==> src/rtl/risc_pkg.sv <==
// -----------------------------------------------------------------------------
// risc_pkg
// Shared definitions for the RISC core slice:
//   - default datapath widths (memory byte, operand/PC address, opcode)
//   - opcode encodings
//   - instruction fetch FSM state encoding and a state-class helper
// No ports (package).
// -----------------------------------------------------------------------------
package risc_pkg;

    localparam int unsigned DEF_DATA_W         = 8;
    localparam int unsigned DEF_ADDR_W         = 13;
    localparam int unsigned DEF_OPC_W          = 3;
    localparam int unsigned DEF_TIMEOUT_CYCLES = 16;

    typedef enum logic [2:0] {
        OP_HLT = 3'd0,
        OP_SKZ = 3'd1,
        OP_ADD = 3'd2,
        OP_AND = 3'd3,
        OP_XOR = 3'd4,
        OP_LDA = 3'd5,
        OP_STO = 3'd6,
        OP_JMP = 3'd7
    } opcode_t;

    typedef logic [3:0] fetch_state_t;

    localparam fetch_state_t ST_IDLE   = 4'd0;
    localparam fetch_state_t ST_RD_HI  = 4'd1;
    localparam fetch_state_t ST_INC_HI = 4'd2;
    localparam fetch_state_t ST_RD_LO  = 4'd3;
    localparam fetch_state_t ST_INC_LO = 4'd4;
    localparam fetch_state_t ST_VALID  = 4'd5;
    localparam fetch_state_t ST_LD_SET = 4'd6;
    localparam fetch_state_t ST_LD_P   = 4'd7;
    localparam fetch_state_t ST_SK_P   = 4'd8;
    localparam fetch_state_t ST_SK_G   = 4'd9;

    // States in which a memory read is outstanding.
    function automatic logic is_rd_state(input fetch_state_t s);
        return (s == ST_RD_HI) || (s == ST_RD_LO);
    endfunction

    // States that pulse the PC advance strobe.
    function automatic logic is_incr_state(input fetch_state_t s);
        return (s == ST_INC_HI) || (s == ST_INC_LO) || (s == ST_LD_P) || (s == ST_SK_P);
    endfunction

endpackage

==> src/rtl/fetch_wdog.sv <==
// -----------------------------------------------------------------------------
// fetch_wdog
// Counts consecutive cycles spent waiting on a memory read and flags when the
// last permitted cycle is reached without the wait being cleared.
// Ports:
//   clk      in   system clock, rising edge
//   rst_n    in   asynchronous active-low reset
//   clr      in   restart the count (takes priority over en)
//   en       in   a read is outstanding this cycle
//   expired  out  this is the TIMEOUT_CYCLES-th waiting cycle
// -----------------------------------------------------------------------------
module fetch_wdog #(
    parameter int unsigned TIMEOUT_CYCLES = 16
) (
    input  logic clk,
    input  logic rst_n,
    input  logic clr,
    input  logic en,
    output logic expired
);

    localparam int unsigned CNT_W = (TIMEOUT_CYCLES > 1) ? $clog2(TIMEOUT_CYCLES) : 1;
    localparam logic [CNT_W-1:0] CNT_LAST = CNT_W'(TIMEOUT_CYCLES - 1);

    logic [CNT_W-1:0] cnt_q;

    always_ff @(posedge clk or negedge rst_n) begin
        if (!rst_n) begin
            cnt_q <= '0;
        end else if (clr) begin
            cnt_q <= '0;
        end else if (en && (cnt_q != CNT_LAST)) begin
            cnt_q <= cnt_q + 1'b1;
        end
    end

    assign expired = en && (cnt_q == CNT_LAST);

endmodule

==> src/rtl/ir_fetch.sv <==
// -----------------------------------------------------------------------------
// ir_fetch
// Instruction fetch sequencer upstream of the program counter. Reads each
// instruction as two bytes (high first) at the PC, strobes the PC after each
// byte, holds the assembled instruction for the controller, and performs PC
// loads (jmp) and two-step skips (skip) on the controller's handshake.
// Optional feature: define FETCH_TIMEOUT_EN to add a read timeout watchdog
// with a sticky fetch_err flag; otherwise reads wait on mem_ack forever.
// Ports:
//   clk, rst_n            clock, asynchronous active-low reset
//   fetch_en              controller permits the next fetch
//   mem_rd / mem_ack      memory read request (held) / data valid
//   mem_data              memory read byte
//   incr_pc / load_pc     PC advance strobe / PC load select
//   ir_opcode / ir_addr   held instruction fields (ir_addr is the load value)
//   ir_valid / ir_ready   instruction handshake
//   jmp / skip            action requested with the handshake (jmp wins)
//   fetch_err             sticky read timeout flag
// -----------------------------------------------------------------------------
module ir_fetch
    import risc_pkg::*;
#(
    parameter int unsigned DATA_W = DEF_DATA_W,
    parameter int unsigned ADDR_W = DEF_ADDR_W,
    parameter int unsigned OPC_W  = DEF_OPC_W
`ifdef FETCH_TIMEOUT_EN
    ,
    parameter int unsigned TIMEOUT_CYCLES = DEF_TIMEOUT_CYCLES
`endif
) (
    input  logic              clk,
    input  logic              rst_n,
    input  logic              fetch_en,
    output logic              mem_rd,
    input  logic              mem_ack,
    input  logic [DATA_W-1:0] mem_data,
    output logic              incr_pc,
    output logic              load_pc,
    output logic [OPC_W-1:0]  ir_opcode,
    output logic [ADDR_W-1:0] ir_addr,
    output logic              ir_valid,
    input  logic              ir_ready,
    input  logic              jmp,
    input  logic              skip,
    output logic              fetch_err
);

    localparam int unsigned IR_W = 2 * DATA_W;
    localparam logic [1:0]  SKIP_STEPS = 2'd2;

    fetch_state_t      state_q, state_d;
    logic [IR_W-1:0]   ir_q, ir_d;
    logic [1:0]        skip_cnt_q, skip_cnt_d;
    logic              timeout;
    logic              fetch_blocked;

`ifdef FETCH_TIMEOUT_EN
    logic rd_active;
    logic wdog_clr;
    logic wdog_expired;
    logic err_q;

    assign rd_active = is_rd_state(state_q);
    // Any non-read state or an ack restarts the wait count.
    assign wdog_clr  = !rd_active || mem_ack;

    fetch_wdog #(
        .TIMEOUT_CYCLES (TIMEOUT_CYCLES)
    ) u_wdog (
        .clk     (clk),
        .rst_n   (rst_n),
        .clr     (wdog_clr),
        .en      (rd_active),
        .expired (wdog_expired)
    );

    // An ack on the last permitted cycle still completes the read.
    assign timeout = wdog_expired && !mem_ack;

    always_ff @(posedge clk or negedge rst_n) begin
        if (!rst_n) begin
            err_q <= 1'b0;
        end else if (timeout) begin
            err_q <= 1'b1;
        end
    end

    assign fetch_err     = err_q;
    assign fetch_blocked = err_q;
`else
    assign timeout       = 1'b0;
    assign fetch_blocked = 1'b0;
    assign fetch_err     = 1'b0;
`endif

    always_comb begin
        state_d    = state_q;
        ir_d       = ir_q;
        skip_cnt_d = skip_cnt_q;
        unique case (state_q)
            ST_IDLE: begin
                if (fetch_en && !fetch_blocked) state_d = ST_RD_HI;
            end
            ST_RD_HI: begin
                if (mem_ack) begin
                    ir_d[IR_W-1:DATA_W] = mem_data;
                    state_d             = ST_INC_HI;
                end else if (timeout) begin
                    state_d = ST_IDLE;
                end
            end
            ST_INC_HI: state_d = ST_RD_LO;
            ST_RD_LO: begin
                if (mem_ack) begin
                    ir_d[DATA_W-1:0] = mem_data;
                    state_d          = ST_INC_LO;
                end else if (timeout) begin
                    state_d = ST_IDLE;
                end
            end
            ST_INC_LO: state_d = ST_VALID;
            ST_VALID: begin
                if (ir_ready) begin
                    if (jmp) begin
                        state_d = ST_LD_SET;
                    end else if (skip) begin
                        state_d    = ST_SK_P;
                        skip_cnt_d = SKIP_STEPS;
                    end else begin
                        state_d = fetch_en ? ST_RD_HI : ST_IDLE;
                    end
                end
            end
            // load_pc leads incr_pc by one cycle so the PC mux settles first.
            ST_LD_SET: state_d = ST_LD_P;
            ST_LD_P:   state_d = ST_IDLE;
            ST_SK_P: begin
                skip_cnt_d = skip_cnt_q - 1'b1;
                state_d    = ST_SK_G;
            end
            // Gap cycle keeps incr_pc pulses separated.
            ST_SK_G: state_d = (skip_cnt_q != 2'd0) ? ST_SK_P : ST_IDLE;
            default: state_d = ST_IDLE;
        endcase
    end

    // Outputs are flopped from the next state so they line up with state_q.
    always_ff @(posedge clk or negedge rst_n) begin
        if (!rst_n) begin
            state_q    <= ST_IDLE;
            ir_q       <= '0;
            skip_cnt_q <= 2'd0;
            mem_rd     <= 1'b0;
            incr_pc    <= 1'b0;
            load_pc    <= 1'b0;
            ir_valid   <= 1'b0;
        end else begin
            state_q    <= state_d;
            ir_q       <= ir_d;
            skip_cnt_q <= skip_cnt_d;
            mem_rd     <= is_rd_state(state_d);
            incr_pc    <= is_incr_state(state_d);
            load_pc    <= (state_d == ST_LD_SET) || (state_d == ST_LD_P);
            ir_valid   <= (state_d == ST_VALID);
        end
    end

    assign ir_opcode = ir_q[IR_W-1 -: OPC_W];
    assign ir_addr   = ir_q[ADDR_W-1:0];

endmodule

==> config.mk <==
export PLATFORM = sky130hd
export DESIGN_NAME = ir_fetch
export DESIGN_NICKNAME = d
export VERILOG_FILES = /design/src/rtl/risc_pkg.sv /design/src/rtl/fetch_wdog.sv /design/src/rtl/ir_fetch.sv
export SDC_FILE = /design/constraint.sdc
export NUM_CORES = 1
export LEC_CHECK = 0
export ABC_AREA = 1
export CAP_MARGIN = 15
export CORE_MARGIN = 2
export CORE_UTILIZATION = 45
export CTS_BUF_LIST = sky130_fd_sc_hd__clkbuf_16
export DETAILED_ROUTE_END_ITERATION = 8
export PLACE_DENSITY = 0.76
export RECOVER_POWER = 25
export SYNTH_ARGS = -nofsm -noshare
export SYNTH_HDL_FRONTEND = slang
export SYNTH_SLANG_ARGS = --single-unit
==> constraint.sdc <==
create_clock -name clk -period 3.69 [get_ports clk]
set_input_delay 0.9225 -clock clk [delete_from_list [all_inputs] [get_ports clk]]
set_output_delay 0.9225 -clock clk [all_outputs]
set_load 0.01 [all_outputs]
Yosys cells after proc, flatten, opt, wreduce, memory -nomap -nowiden
Cells that the tools add are included.
{ "totals": {"reg_bits": 26, "word_cells": 52} }
{ "op_classes": {"eq_ne": 19, "add_sub_neg": 1, "mux": 13, "n_reduce_logical": 11} }
{ "op_table": {"columns": ["operator", "count"], "rows": [
  ["case mux 4 bit (9 select lines)", 1],
  ["== test 4 x 3 -> 1 bit (second input constant)", 7],
  ["two-way mux 4 bit", 7],
  ["== test 4 x 2 -> 1 bit (second input constant)", 4],
  ["== test 4 bit (second input constant)", 3],
  ["== test 4 x 1 -> 1 bit (second input constant)", 2],
  ["two-way mux 2 bit", 3],
  ["inequality test 2 bit (second input constant)", 3],
  ["logical OR 1 bit", 5],
  ["zero test 4 bit", 1],
  ["case mux 2 bit (2 select lines)", 1],
  ["AND reduction 2 bit", 2],
  ["AND reduction 4 bit", 1],
  ["nonzero test 2 bit", 2],
  ["subtractor 2 x 1 -> 2 bit (second input constant)", 1],
  ["two-way mux 1 bit", 1]
]} }

Depth between registers and ports, before layout
{ "logic_depth": {"ltp_word": 9, "depth_mapped": 10, "ltp_nobuf": 10} }

Worst setup path after synthesis
OpenSTA, ideal clock, no wires.
{ "synth_timing": {"path_kind": "input -> register", "startpoint": "in ir_ready", "endpoint": "reg mem_rd", "arrival_time_ps": 1510, "cell_stages": 9, "t_required_ps": 3577, "path_slack_ps": 2068, "setup_time_ps": 113, "cell_sequence": "inv_1 -> nor2_1 -> inv_1 -> nor2_1 -> nand2_1 -> nand2_1 -> nor2_1 -> nand2_1 -> inv_1"} }
{ "synth_between": {"elab_chain_cells": 4, "word_cells_on_any_way": 5} }
{ "synth_lines": {"columns": ["item", "line_no", "rtl"], "rows": [
  ["from (decl)", "ir_fetch.sv:42", "input logic ir_ready,"],
  ["two-way mux 4 bit *", "ir_fetch.sv:123", "if (ir_ready) begin"],
  ["case mux 4 bit (9 select lines) *", "ir_fetch.sv:100", "unique case (state_q)"],
  ["via state_d[3]", "ir_fetch.sv:51", "fetch_state_t state_q, state_d;"],
  ["== test 4 x 1 -> 1 bit / == test 4 x 2 -> 1 bit (equally long branches)", "risc_pkg.sv:42", "return (s == ST_RD_HI) || (s == ST_RD_LO);"],
  ["logical OR 1 bit *", "risc_pkg.sv:42", null],
  ["to (signal assigned)", "ir_fetch.sv:161", "mem_rd <= is_rd_state(state_d);"],
  ["to (decl)", "ir_fetch.sv:34", "output logic mem_rd,"]
]} }
Mark *: on every way through the listed nets, which the timed path passes. The rest lies on a longest branch.
A chain may end at the register's enable or synchronous reset.

==> flow_metrics.py <==
metrics = {
    "run_status": {
        "status": "finished clean",
    },
    "synth": {
        "synth_top_family_by_area": "simple AND/OR/NAND/NOR gates",
        "ys_seq_area_frac": 0.509,
        "syn_inst": 143,
        "ys_types": 22,
        "synth_fa_ha_area_frac": 0.00979,
        "synth.ff_latch_count": 26,
        "synthesis.nets": 159,
        "ys_warn_count": 0,
        "synth-xor-area-share": 0,
        "synth_area_leader_cell": "dfrtp_1",
        "synth_top_cells_by_area": "dfrtp_1, nand2_1, inv_1, o21ai_2, o21ai_0",
        "syn_avg_cell_area_um2": 8.93,
        "synth-compound-area-share": 0.121,
        "synth_top_area_frac": 0.509,
        "synth_mux_area_frac": 0,
        "syn-cell-area_um2": 1280,
        "synth-simple-area-share": 0.248,
    },
    "timing": {
        "fin_skew_ns": 0.00245,
        "fin_crit_ns": 2.27,
        "postLayoutSetupSlackWorst_ns": 1.42,
        "slew_viol_final": 0,
        "hold_viol": 0,
        "tns_ns": 0,
        "setup_viol": 0,
        "post-route-period-util": 0.615,
        "max_freq_mhz": 441,
        "rsz0062_at_grt": "false",
        "slew_headroom": 0.114,
        "tightest_slew_ns": 1.33,
    },
    "global_route": {
        "grt_pass1_wl_um": 4030,
        "grt_pass1_vias": 967,
        "grt_max_degree": 27,
        "antenna_found_initial": 0,
        "grtUsageTotal": 0.156,
        "gr-total-overflow": 0,
    },
    "power": {
        "switching_share": 0.344,
        "p_clk_frac": 0.216,
        "p_seq_frac": 0.352,
        "switching_power_uw": 485,
        "peakVddDrop_v": 0.000587,
        "p_per_area_nw_per_um2": 819,
        "p_int_uw": 927,
        "power_frac_comb": 0.432,
        "p_leak_uw": 0.000873,
    },
    "clocking": {
        "cts.sinks": 26,
        "ctsRootBufferMaster": "clkbuf_16",
        "postCtsSetupRepairBufs": 0,
        "hold_buffers": 0,
        "cts_tree": "done",
        "htree_levels": 1,
        "clock_latency_ns": 0.25,
        "path_clk_slew_ns": 0.06,
        "cts-buffers-inserted": 3,
        "ctsResizeCount": 0,
        "clk_path_buf_depth": 2,
    },
    "placement": {
        "gp_congestion": 0.816,
        "dp_slack_ns": 1.39,
        "io_buffers": 34,
        "hpwl_um": 1730,
    },
    "cells_and_area": {
        "layout-drive-gt1-share": 0.185,
        "fill_cells": 234,
        "seqCellArea_um2": 651,
        "layout.nets": 195,
        "multi_input_area_um2": 488,
        "syn_to_final_growth_pct": 35.0,
        "diodes": 0,
    },
    "die": {
        "num_rows": 19,
        "start_util": 0.467,
        "design.die.area_um2": 3280,
        "die_y_um": 57.3,
        "ios": 36,
        "core_um2": 2730,
        "fp.dieW_um": 57.3,
    },
    "worst_setup_path": {
        "cp_max_fo": 26,
        "critPathKind": "in -> async",
        "critical_path_required_ns": 3.84,
        "crit_family": "buffers and inverters",
        "cp-start-kind": "input port",
        "end_kind": "asynchronous set/reset pin",
        "max_stage_delay_ns": 0.97,
        "worst_ep_arrival_time_ns": 2.42,
        "slowest_stage": "clkbuf_1",
        "critical_path_buf_inv_count": 2,
        "crit_path_cell_trace": "dlygate4sd3_1, clkbuf_1",
    },
    "route": {
        "via_per_inst": 4.66,
        "num_vias": 974,
        "drc": 0,
        "dr.pass1.iters": 4,
        "drt_wl_total_um": 2310,
        "routedWlPerCell_um": 11.1,
        "dr.first_iter.drc_count": 18,
        "ant_nets": 0,
    },
    "hold_path": {
        "hold_path.class": "reg -> reg",
    },
    "run": {
        "timing.max_cap.violations": 0,
    },
}
==> metrics by stage <==
stage,utilization,power (uW),hold WS [ns],instance area (um^2),instances
6_report,0.631,1410,0.486,1720,209
5_1_grt,0.631,1520,0.510,1720,209
4_1_cts,0.632,1430,0.483,1730,209
3_5_place_dp,0.594,1120,0.468,1620,205
3_3_place_gp,0.594,1100,0.464,1620,205
2_1_floorplan,-,867,0.458,1280,143
==> final timing paths <==
path,depth (start not counted),from,end,slack (ns)
max,2,rst_n,ir_q[5],1.42
min,2,ir_q[4],ir_q[4],0.49
max reg2reg,7,state_q[0],mem_rd,2.28
min reg2reg,2,ir_q[4],ir_q[4],0.49
max in group clk,1,ir_q[11],ir_addr[11],1.60
min in group asynchronous,2,rst_n,skip_cnt_q[0],1.49
==> cell families after synthesis <==
kind of cell               after synthesis
AOI/OAI and AO/OA                       23
adders and majority gates                1
DFF                                     26
other                                    1
buffers and inverters                   30
and+or+nand+nor                         62
==> metal layers <==
metal	up-vias	global-route usage	wire, um
met5	-	0	0
met4	0	0.0498	10
met1	439	0.212	1130
li1	508	-	-
met3	2	0.0227	99
met2	25	0.259	1070
==> cell type report <==
type                       count  share of cell area
timing repair buffer          35               0.200
sequential                    26               0.377
clock buffer                   3              0.0435
multi-input combinational     87               0.283
clock inverter                 1              0.0174
inverter                      26              0.0566
tap                           31              0.0225
==> cell usage in the layout (no fill, tap or decap) <==
cell,n
o21ai_0,10
nor2_1,8
o21ai_1,2
dlygate4sd3_1,1
nor2_2,5
inv_1,23
ha_1,1
nand2_4,2
clkbuf_1,1
and3_1,1
a21oi_1,1
nor2_4,2
o21ai_2,8
bufinv_16,1
a22oi_1,1
o211ai_2,1
nand2_2,7
clkdlybuf4s50_1,33
clkbuf_16,3
dfrtp_1,26
inv_2,3
nand2_1,30
nand3_1,6
conb_1,1
nand3_4,1
==> power by group through the flow <==
stage / Sequential (uW) / Clock, uW / Combinational, uW
finish: 496 / 305 / 610
global route: 510 / 328 / 679
CTS: 497 / 311 / 624
detailed placement: 496 / 0 / 620
global placement: 497 / 0 / 605
floorplan: 524 / 0 / 343
==> state kept, by name (all words and copies together) (netlist names) <==
signal and cells:
ir_q 16, state_q 4, skip_cnt_q 2, incr_pc 1, ir_valid 1, load_pc 1
mem_rd 1
==> cells in the mapped netlist <==
cell	instances
a21oi_1	1
conb_1	1
inv_2	3
and3_1	1
inv_1	23
o21ai_2	8
o211ai_2	1
o21ai_0	10
nor2_2	5
nand2_4	2
nand3_1	6
buf_6	3
dfrtp_1	26
buf_4	1
nand2_2	7
ha_1	1
nor2_1	8
o21ai_1	2
nand2_1	30
a22oi_1	1
nand3_4	1
nor2_4	2
Power figures use the tool's default switching activity.
